**src/rtl/ram_fifo_ctrl.sv**
```systemverilog
// rtl/ram_fifo_ctrl.sv - FIFO controller sequencing an external dual-port RAM behind a 2-entry show-ahead buffer
module ram_fifo_ctrl #(
  parameter int ADDR_WIDTH = 6,
  parameter int DATA_WIDTH = 4
) (
  input  logic                  clk,
  input  logic                  rst_n,
  input  logic                  in_valid,
  output logic                  in_ready,
  input  logic [DATA_WIDTH-1:0] in_data,
  output logic                  out_valid,
  input  logic                  out_ready,
  output logic [DATA_WIDTH-1:0] out_data,
  output logic                  ram_we,
  output logic [ADDR_WIDTH-1:0] ram_waddr,
  output logic [DATA_WIDTH-1:0] ram_din,
  output logic [ADDR_WIDTH-1:0] ram_raddr,
  input  logic [DATA_WIDTH-1:0] ram_dout,
  output logic [ADDR_WIDTH+1:0] count
);

  localparam int DEPTH = 2 ** ADDR_WIDTH;
  localparam logic [ADDR_WIDTH:0] MEM_FULL = (ADDR_WIDTH + 1)'(DEPTH);

  logic [ADDR_WIDTH-1:0] wptr;
  logic [ADDR_WIDTH-1:0] rptr;
  logic [ADDR_WIDTH:0]   mem_cnt;
  logic                  inflight;
  logic [DATA_WIDTH-1:0] buf_head;
  logic [DATA_WIDTH-1:0] buf_skid;
  logic [1:0]            buf_cnt;

  logic       push;
  logic       pop;
  logic       fetch;
  logic [2:0] occ_after_pop;
  logic [1:0] land_idx;

  // Handshakes and the fetch decision; in_ready looks only at registered state
  always_comb begin
    in_ready      = (mem_cnt != MEM_FULL);
    out_valid     = (buf_cnt != 2'd0);
    out_data      = buf_head;
    push          = in_valid & in_ready;
    pop           = out_valid & out_ready;
    // Buffer slots already claimed once this cycle's pop is taken into account
    occ_after_pop = {1'b0, buf_cnt} + {2'b00, inflight} - {2'b00, pop};
    // mem_cnt counts committed words only, so a word pushed this cycle is never fetched this cycle
    fetch         = (mem_cnt != '0) && (occ_after_pop < 3'd2);
    // Landing slot is the first free entry after the head has shifted on pop
    land_idx      = buf_cnt - {1'b0, pop};
    ram_we        = push;
    ram_waddr     = wptr;
    ram_din       = in_data;
    ram_raddr     = rptr;
    count         = (ADDR_WIDTH + 2)'(mem_cnt) + (ADDR_WIDTH + 2)'(inflight)
                  + (ADDR_WIDTH + 2)'(buf_cnt);
  end

  // Pointer, RAM occupancy and outstanding-fetch tracking
  always_ff @(posedge clk or negedge rst_n) begin
    if (!rst_n) begin
      wptr     <= '0;
      rptr     <= '0;
      mem_cnt  <= '0;
      inflight <= 1'b0;
    end else begin
      if (push) begin
        wptr <= wptr + ADDR_WIDTH'(1);
      end
      if (fetch) begin
        rptr <= rptr + ADDR_WIDTH'(1);
      end
      case ({push, fetch})
        2'b10:   mem_cnt <= mem_cnt + (ADDR_WIDTH + 1)'(1);
        2'b01:   mem_cnt <= mem_cnt - (ADDR_WIDTH + 1)'(1);
        default: mem_cnt <= mem_cnt;
      endcase
      inflight <= fetch;
    end
  end

  // Show-ahead buffer: shift skid to head on pop, then land the RAM word in the first free slot
  always_ff @(posedge clk or negedge rst_n) begin
    if (!rst_n) begin
      buf_head <= '0;
      buf_skid <= '0;
      buf_cnt  <= 2'd0;
    end else begin
      if (inflight && (land_idx == 2'd0)) begin
        buf_head <= ram_dout;
      end else if (pop) begin
        buf_head <= buf_skid;
      end
      if (inflight && (land_idx == 2'd1)) begin
        buf_skid <= ram_dout;
      end
      buf_cnt <= land_idx + {1'b0, inflight};
    end
  end

endmodule

```
**config.mk**
```make
export PLATFORM = sky130hd
export DESIGN_NAME = ram_fifo_ctrl
export DESIGN_NICKNAME = d
export VERILOG_FILES = /design/src/rtl/ram_fifo_ctrl.sv
export SDC_FILE = /design/constraint.sdc
export NUM_CORES = 1
export LEC_CHECK = 0
export CAP_MARGIN = 20
export CORE_ASPECT_RATIO = 1.75
export CORE_MARGIN = 4
export CORE_UTILIZATION = 32
export DETAILED_ROUTE_END_ITERATION = 7
export GPL_TIMING_DRIVEN = 0
export PLACE_DENSITY = 0.54
export SETUP_SLACK_MARGIN = 0.2
export SYNTH_ARGS = -nofsm -noshare
export SYNTH_HDL_FRONTEND = slang
export SYNTH_SLANG_ARGS = --single-unit
```
**constraint.sdc**
```tcl
create_clock -name clk -period 5.1 [get_ports clk]
set_clock_uncertainty 0.15 [all_clocks]
set_input_delay 0.51 -clock clk [delete_from_list [all_inputs] [get_ports clk]]
set_output_delay 0.51 -clock clk [all_outputs]
set_load 0.1 [all_outputs]
```
==> results of run 1 <==
registers in the layout, summed over array words and instances, names as in the netlist:
signal	flops
inflight	1
buf_cnt	2
buf_skid	4
out_data	4
mem_cnt	7
ram_raddr	6
ram_waddr	6
per-layer routing:
metal / wire length [µm] / vias to the layer above / global-route usage [%] / part of all wire (%)
met5: 0 / - / 0 / 0
met4: 89 / 0 / 4.99 / 2.4
met3: 146 / 7 / 3.25 / 4.0
met2: 1860 / 34 / 19.6 / 51
met1: 1560 / 646 / 13.4 / 43
li1: - / 656 / - / -
final timing paths:
check                        startpoint      endpoint  cells after the start
max                          buf_cnt[1]    mem_cnt[6]                     15
min                               rst_n   out_data[0]                      1
max reg2reg                  buf_cnt[1]    mem_cnt[6]                     15
min reg2reg                ram_raddr[5]  ram_raddr[5]                      1
max in group asynchronous         rst_n  ram_raddr[0]                      1
min in group clk           ram_raddr[5]  ram_raddr[5]                      1
cells in the mapped netlist, drive strengths merged, types with 2 or more instances:
library cell,n
dfrtp,30
nand2,17
inv,15
xnor2,13
ha,12
o21ai,12
xor2,7
mux2,6
mux2i,6
buf,4
fa,4
nand4,4
nor3,4
and3,3
nand3,3
nor2,3
a211oi,2
a21o,2
a21oi,2
or2,2
cell usage in the layout (no fill, tap or decap), types with 6 or more instances in the layout:
| cell | count |
|---|---|
| mux2i_1 | 6 |
| clkdlybuf4s50_1 | 37 |
| o21ai_0 | 12 |
| xor2_1 | 7 |
| xnor2_1 | 13 |
| inv_1 | 14 |
| nand2_1 | 16 |
| dfrtp_1 | 30 |
| ha_1 | 11 |
cell families after synthesis:
group,after synthesis,share of synthesized area [%]
DFF,30,41.7
adders and majority gates,16,12.8
muxes,12,7.30
xor gates and xnor gates,20,9.74
AOI/OAI and AO/OA,25,9.53
buffers and inverters,20,5.15
and+or+nand+nor,44,13.8
area by class of cell:
class / instances / area (µm²)
Clock buffer: 5 / 68.8
Sequential cell: 30 / 751
Buffer: 5 / 33.8
Fill cell: 545 / 2960
Inverter: 15 / 58.8
Timing Repair Buffer: 38 / 375
Tap cell: 74 / 92.6
Multi-Input combinational cell: 117 / 958
Clock inverter: 3 / 40.0
metrics by stage:
| stage | hold slack, ns | instance area, µm² |
|---|---|---|
| 2_1_floorplan | 0.0644 | 1800 |
| 3_3_place_gp | 0.313 | 2270 |
| 3_5_place_dp | 0.316 | 2270 |
| 4_1_cts | 0.143 | 2380 |
| 5_1_grt | 0.173 | 2380 |
| 6_report | 0.122 | 2380 |
timing repair:
item	in CTS	in global routing
setup endpoints to repair	0	1
buffers inserted	0	0
gates resized for setup	0	1
==> out/results.ini, run 1 <==
[synthesis]
synth_top_area_share_pct = 41.7
synth_area_per_cell_um2 = 10.8
syn-num-nets = 195
synthCells = 167
yosysWarnings = 0
synthTopCellsByArea = dfrtp_1 (42%), ha_1 (8.3%), xnor2_1 (6.3%), fa_1 (4.5%), xor2_1 (3.4%)
seq_area_frac_synth_pct = 41.7
synth_top_area_cell = dfrtp_1
synthArstFlopShare_pct = 100
ys.flop_type = dfrtp_1
ys_ff_latch = 30
synth_area_um2 = 1800
synth_edf_count = 0
synth_cell_types = 41

[sta]
setup_ws_ns = 0.552
period_needed_ns = 4.55
period_share_pct = 89.2
slew_viol_final = 0
finalSetupViolations = 0
hold_violations = 0
tightest_slew_ns = 0.971
fmax_mhz = 220
slew-limit-headroom_pct = 35.0
rsz0062_at_grt = false
tns_ns = 0

[setup_path]
cp_cell_sequence = or2_2 > nand2_1 > inv_1 > ha_1 > inv_1 > nand2_1 > fa_1 > xor2_1 > a211oi_4 > ha_2 > ha_1 > nor2b_1 > o31a_1 > or4_1 > o211ai_1
cp_slowest_cell = or4_1
crit_path_start_kind = flop
crit_buf_inv = 2
worstPathArrival_ns = 4.60
crit_path_max_incr_delay_ns = 0.51
critPathTopFamily = adder cells
cp.required_ns = 5.15
rrSetupSlack_ns = 0.55
crit_fanout = 10
crit_type = reg2reg
cp-end-kind = flop

[global_routing]
grt_pass1_vias = 1355
grt.total_usage_pct = 11.5
grt_max_degree = 31
grt_overflow = 0
antenna_found_initial = 0
grt_pass1_wl_um = 6280

[drt]
ant_nets = 0
drcViolationCount = 0
via_per_inst = 4.68
drt_iter0_drc = 50
wl_per_cell_um = 12.7
wl_um = 3650
vias = 1343
dr.pass1.iters = 4

[finish]
post-route-util_pct = 44.5
syn_to_final_growth_pct = 32.2
fin_cells = 287
num-nets-final = 240
num_antenna_cells = 0
drive_gt1_share_pct = 13.1

[min_path]
worstHoldPathType = in2async

[status]
status = finished clean

[placement]
dp_slack_ns = 0.323
dp_cells = 279
gp_congestion = 0.810
hpwl_um = 2770
numPortBuffers = 38

[die]
die-area_um2 = 6930
fp.dieH_um = 107
core_area_um2 = 5340
num_rows = 35
num_io_pins = 43
start_util_pct = 33.7
die_x_um = 64.7

[clocking]
cts-root-buf = clkbuf_8
cts_buffer_depth = 2
clk_latency_ns = 0.27
htree_levels = 2
clock_sinks = 30
clk_pin_slew_worst_paths_ns = 0.07
cts_hold_buf = 0
cts_buffers = 5
cts_tree = built

[job]
max_cap_violations = 0

Power of run 1 is left out: the tool's default activity adds up to more than one toggle a clock period on the data nets, which glitch-free logic cannot reach.
==> run 2: changes to the inputs <==
==> constraint.sdc (replaced) <==
create_clock -name clk -period 4.9 [get_ports clk]
set_clock_uncertainty 0.15 [all_clocks]
set_input_delay 0.49 -clock clk [delete_from_list [all_inputs] [get_ports clk]]
set_output_delay 0.49 -clock clk [all_outputs]
set_load 0.02 [all_outputs]
==> run 2 against run 1 <==
Fmax is 3.4% higher. Largest cell class unchanged. Non-clock buffer count unchanged. Critical endpoint unchanged. First-iteration DRC count shrank 18%. Sequential share of layout area down 0.13 points.
==> out/results.ini, run 2 (synthesized netlist as in run 1, its figures left out) <==
[drt]
wl_um = 3650
m1WireLength_um = 1550
drcViolationCount = 0
wl_met2_um = 1860
drt_iter0_drc = 41
wl_per_cell_um = 12.7
vias = 1346
dr_wl_met3_um = 146
dr.pass1.iters = 4
ant_nets = 0
via_per_inst = 4.69
highest_layer = met4

[finish]
num-nets-final = 240
num_antenna_cells = 0
drive_gt1_share_pct = 13.1
largest-register = mem_cnt
most-common-layout-cells = clkdlybuf4s50_1 (37), dfrtp_1 (30), nand2_1 (16)
syn_to_final_growth_pct = 32.8
largest_register_ffs = 7
final_common_cell = clkdlybuf4s50_1

[clocking]
clk_latency_ns = 0.28
cts.repair.resized = 0
htree_levels = 2
cts-root-buf = clkbuf_8
clock_sinks = 30
cts_buffers = 5
cts_buffer_depth = 2
clk_pin_slew_worst_paths_ns = 0.07
postCtsSetupRepairBufs = 0
cts_tree = built
cts_hold_buf = 0

[die]
num_rows = 35
core_area_um2 = 5340
die-area_um2 = 6930
start_util_pct = 33.7
num_io_pins = 43
fp.dieH_um = 107
die_x_um = 64.7

[sta]
slew-limit-headroom_pct = 48.6
tightest_slew_ns = 0.765
slew_viol_final = 0
rsz0062_at_grt = false
period_share_pct = 89.8
tns_ns = 0
period_needed_ns = 4.40
hold_violations = 0
fmax_mhz = 227
finalSetupViolations = 0

[placement]
numPortBuffers = 38
hpwl_um = 2770
gp_congestion = 0.810

[global_routing]
grt.total_usage_pct = 11.5
grt_pass1_vias = 1355
grt_overflow = 0
grt_pass1_wl_um = 6280
antenna_found_initial = 0
grt_max_degree = 31

[setup_path]
rrSetupSlack_ns = 0.50
crit_fanout = 10
reg2reg_depth = 15
worstPathArrival_ns = 4.45
cp-end-kind = flop
cp.required_ns = 4.95
crit_path_start_kind = flop
r2r-end = mem_cnt[6]
crit_type = reg2reg
r2r_start = buf_cnt[1]

[job]
max_cap_violations = 0

[status]
status = finished clean

[min_path]
worstHoldPathType = in2async

## run 2: cell count changes in the layout (fill, tap and decap cells not counted)
cell,previous run,this run
ha_4,0,1
ha_2,1,0
## run 2: layer usage
layer	vias to the layer above	track usage [%]
li1	655	-
met1	650	13.4
met5	-	0
met3	7	3.25
met2	34	19.6
met4	0	4.99
## run 2: layout make-up
type | count | area (µm²)
buffer | 5 | 33.8
sequential | 30 | 751
clock buffer | 5 | 68.8
fill | 543 | 2950
timing repair buffer | 38 | 375
tap | 74 | 92.6
clock inverter | 3 | 40.0
multi-input combinational | 117 | 968
inverter | 15 | 58.8
## run 2: per-stage QoR
step	instances	utilization (%)	hold slack [ns]	cell area [µm²]	setup WS [ns]
5_1_grt	287	44.7	0.153	2390	0.228
6_report	287	44.7	0.102	2390	0.501
2_1_floorplan	167	-	0.0444	1800	0.618
3_3_place_gp	279	42.5	0.313	2270	0.153
3_5_place_dp	279	42.4	0.316	2270	0.143
4_1_cts	287	44.5	0.123	2380	0.206
## run 2: worst max-delay path by stage
| stage | from | to | depth (start not counted) |
|---|---|---|---|
| floorplan | buf_cnt[1] | mem_cnt[6] | 15 |
| global placement | out_ready | mem_cnt[6] | 15 |
| detailed placement | out_ready | mem_cnt[6] | 15 |
| CTS | buf_cnt[1] | mem_cnt[6] | 15 |
| global route | buf_cnt[1] | mem_cnt[6] | 15 |
| finish | buf_cnt[1] | mem_cnt[6] | 15 |
## run 2: critical path, cell delays in order (launching register included)
cell      delay [ns]
dfrtp_1         0.48
or2_2           0.34
nand2_1         0.23
inv_1           0.08
ha_1            0.29
inv_1           0.10
nand2_1         0.07
fa_1            0.48
inv_1           0.06
a211oi_4        0.43
ha_4            0.28
ha_1            0.29
nor2b_1         0.17
o31a_1          0.28
or4_1           0.51
o211ai_1        0.09
Power of run 2 is left out for the same reason.
==> run 3: changes to the inputs <==
SLEW_MARGIN = 10   (was unset)
==> results of run 3 <==
No change in the layout: final DEF, timing and power equal those of run 2.
Power of run 3 is left out for the same reason.
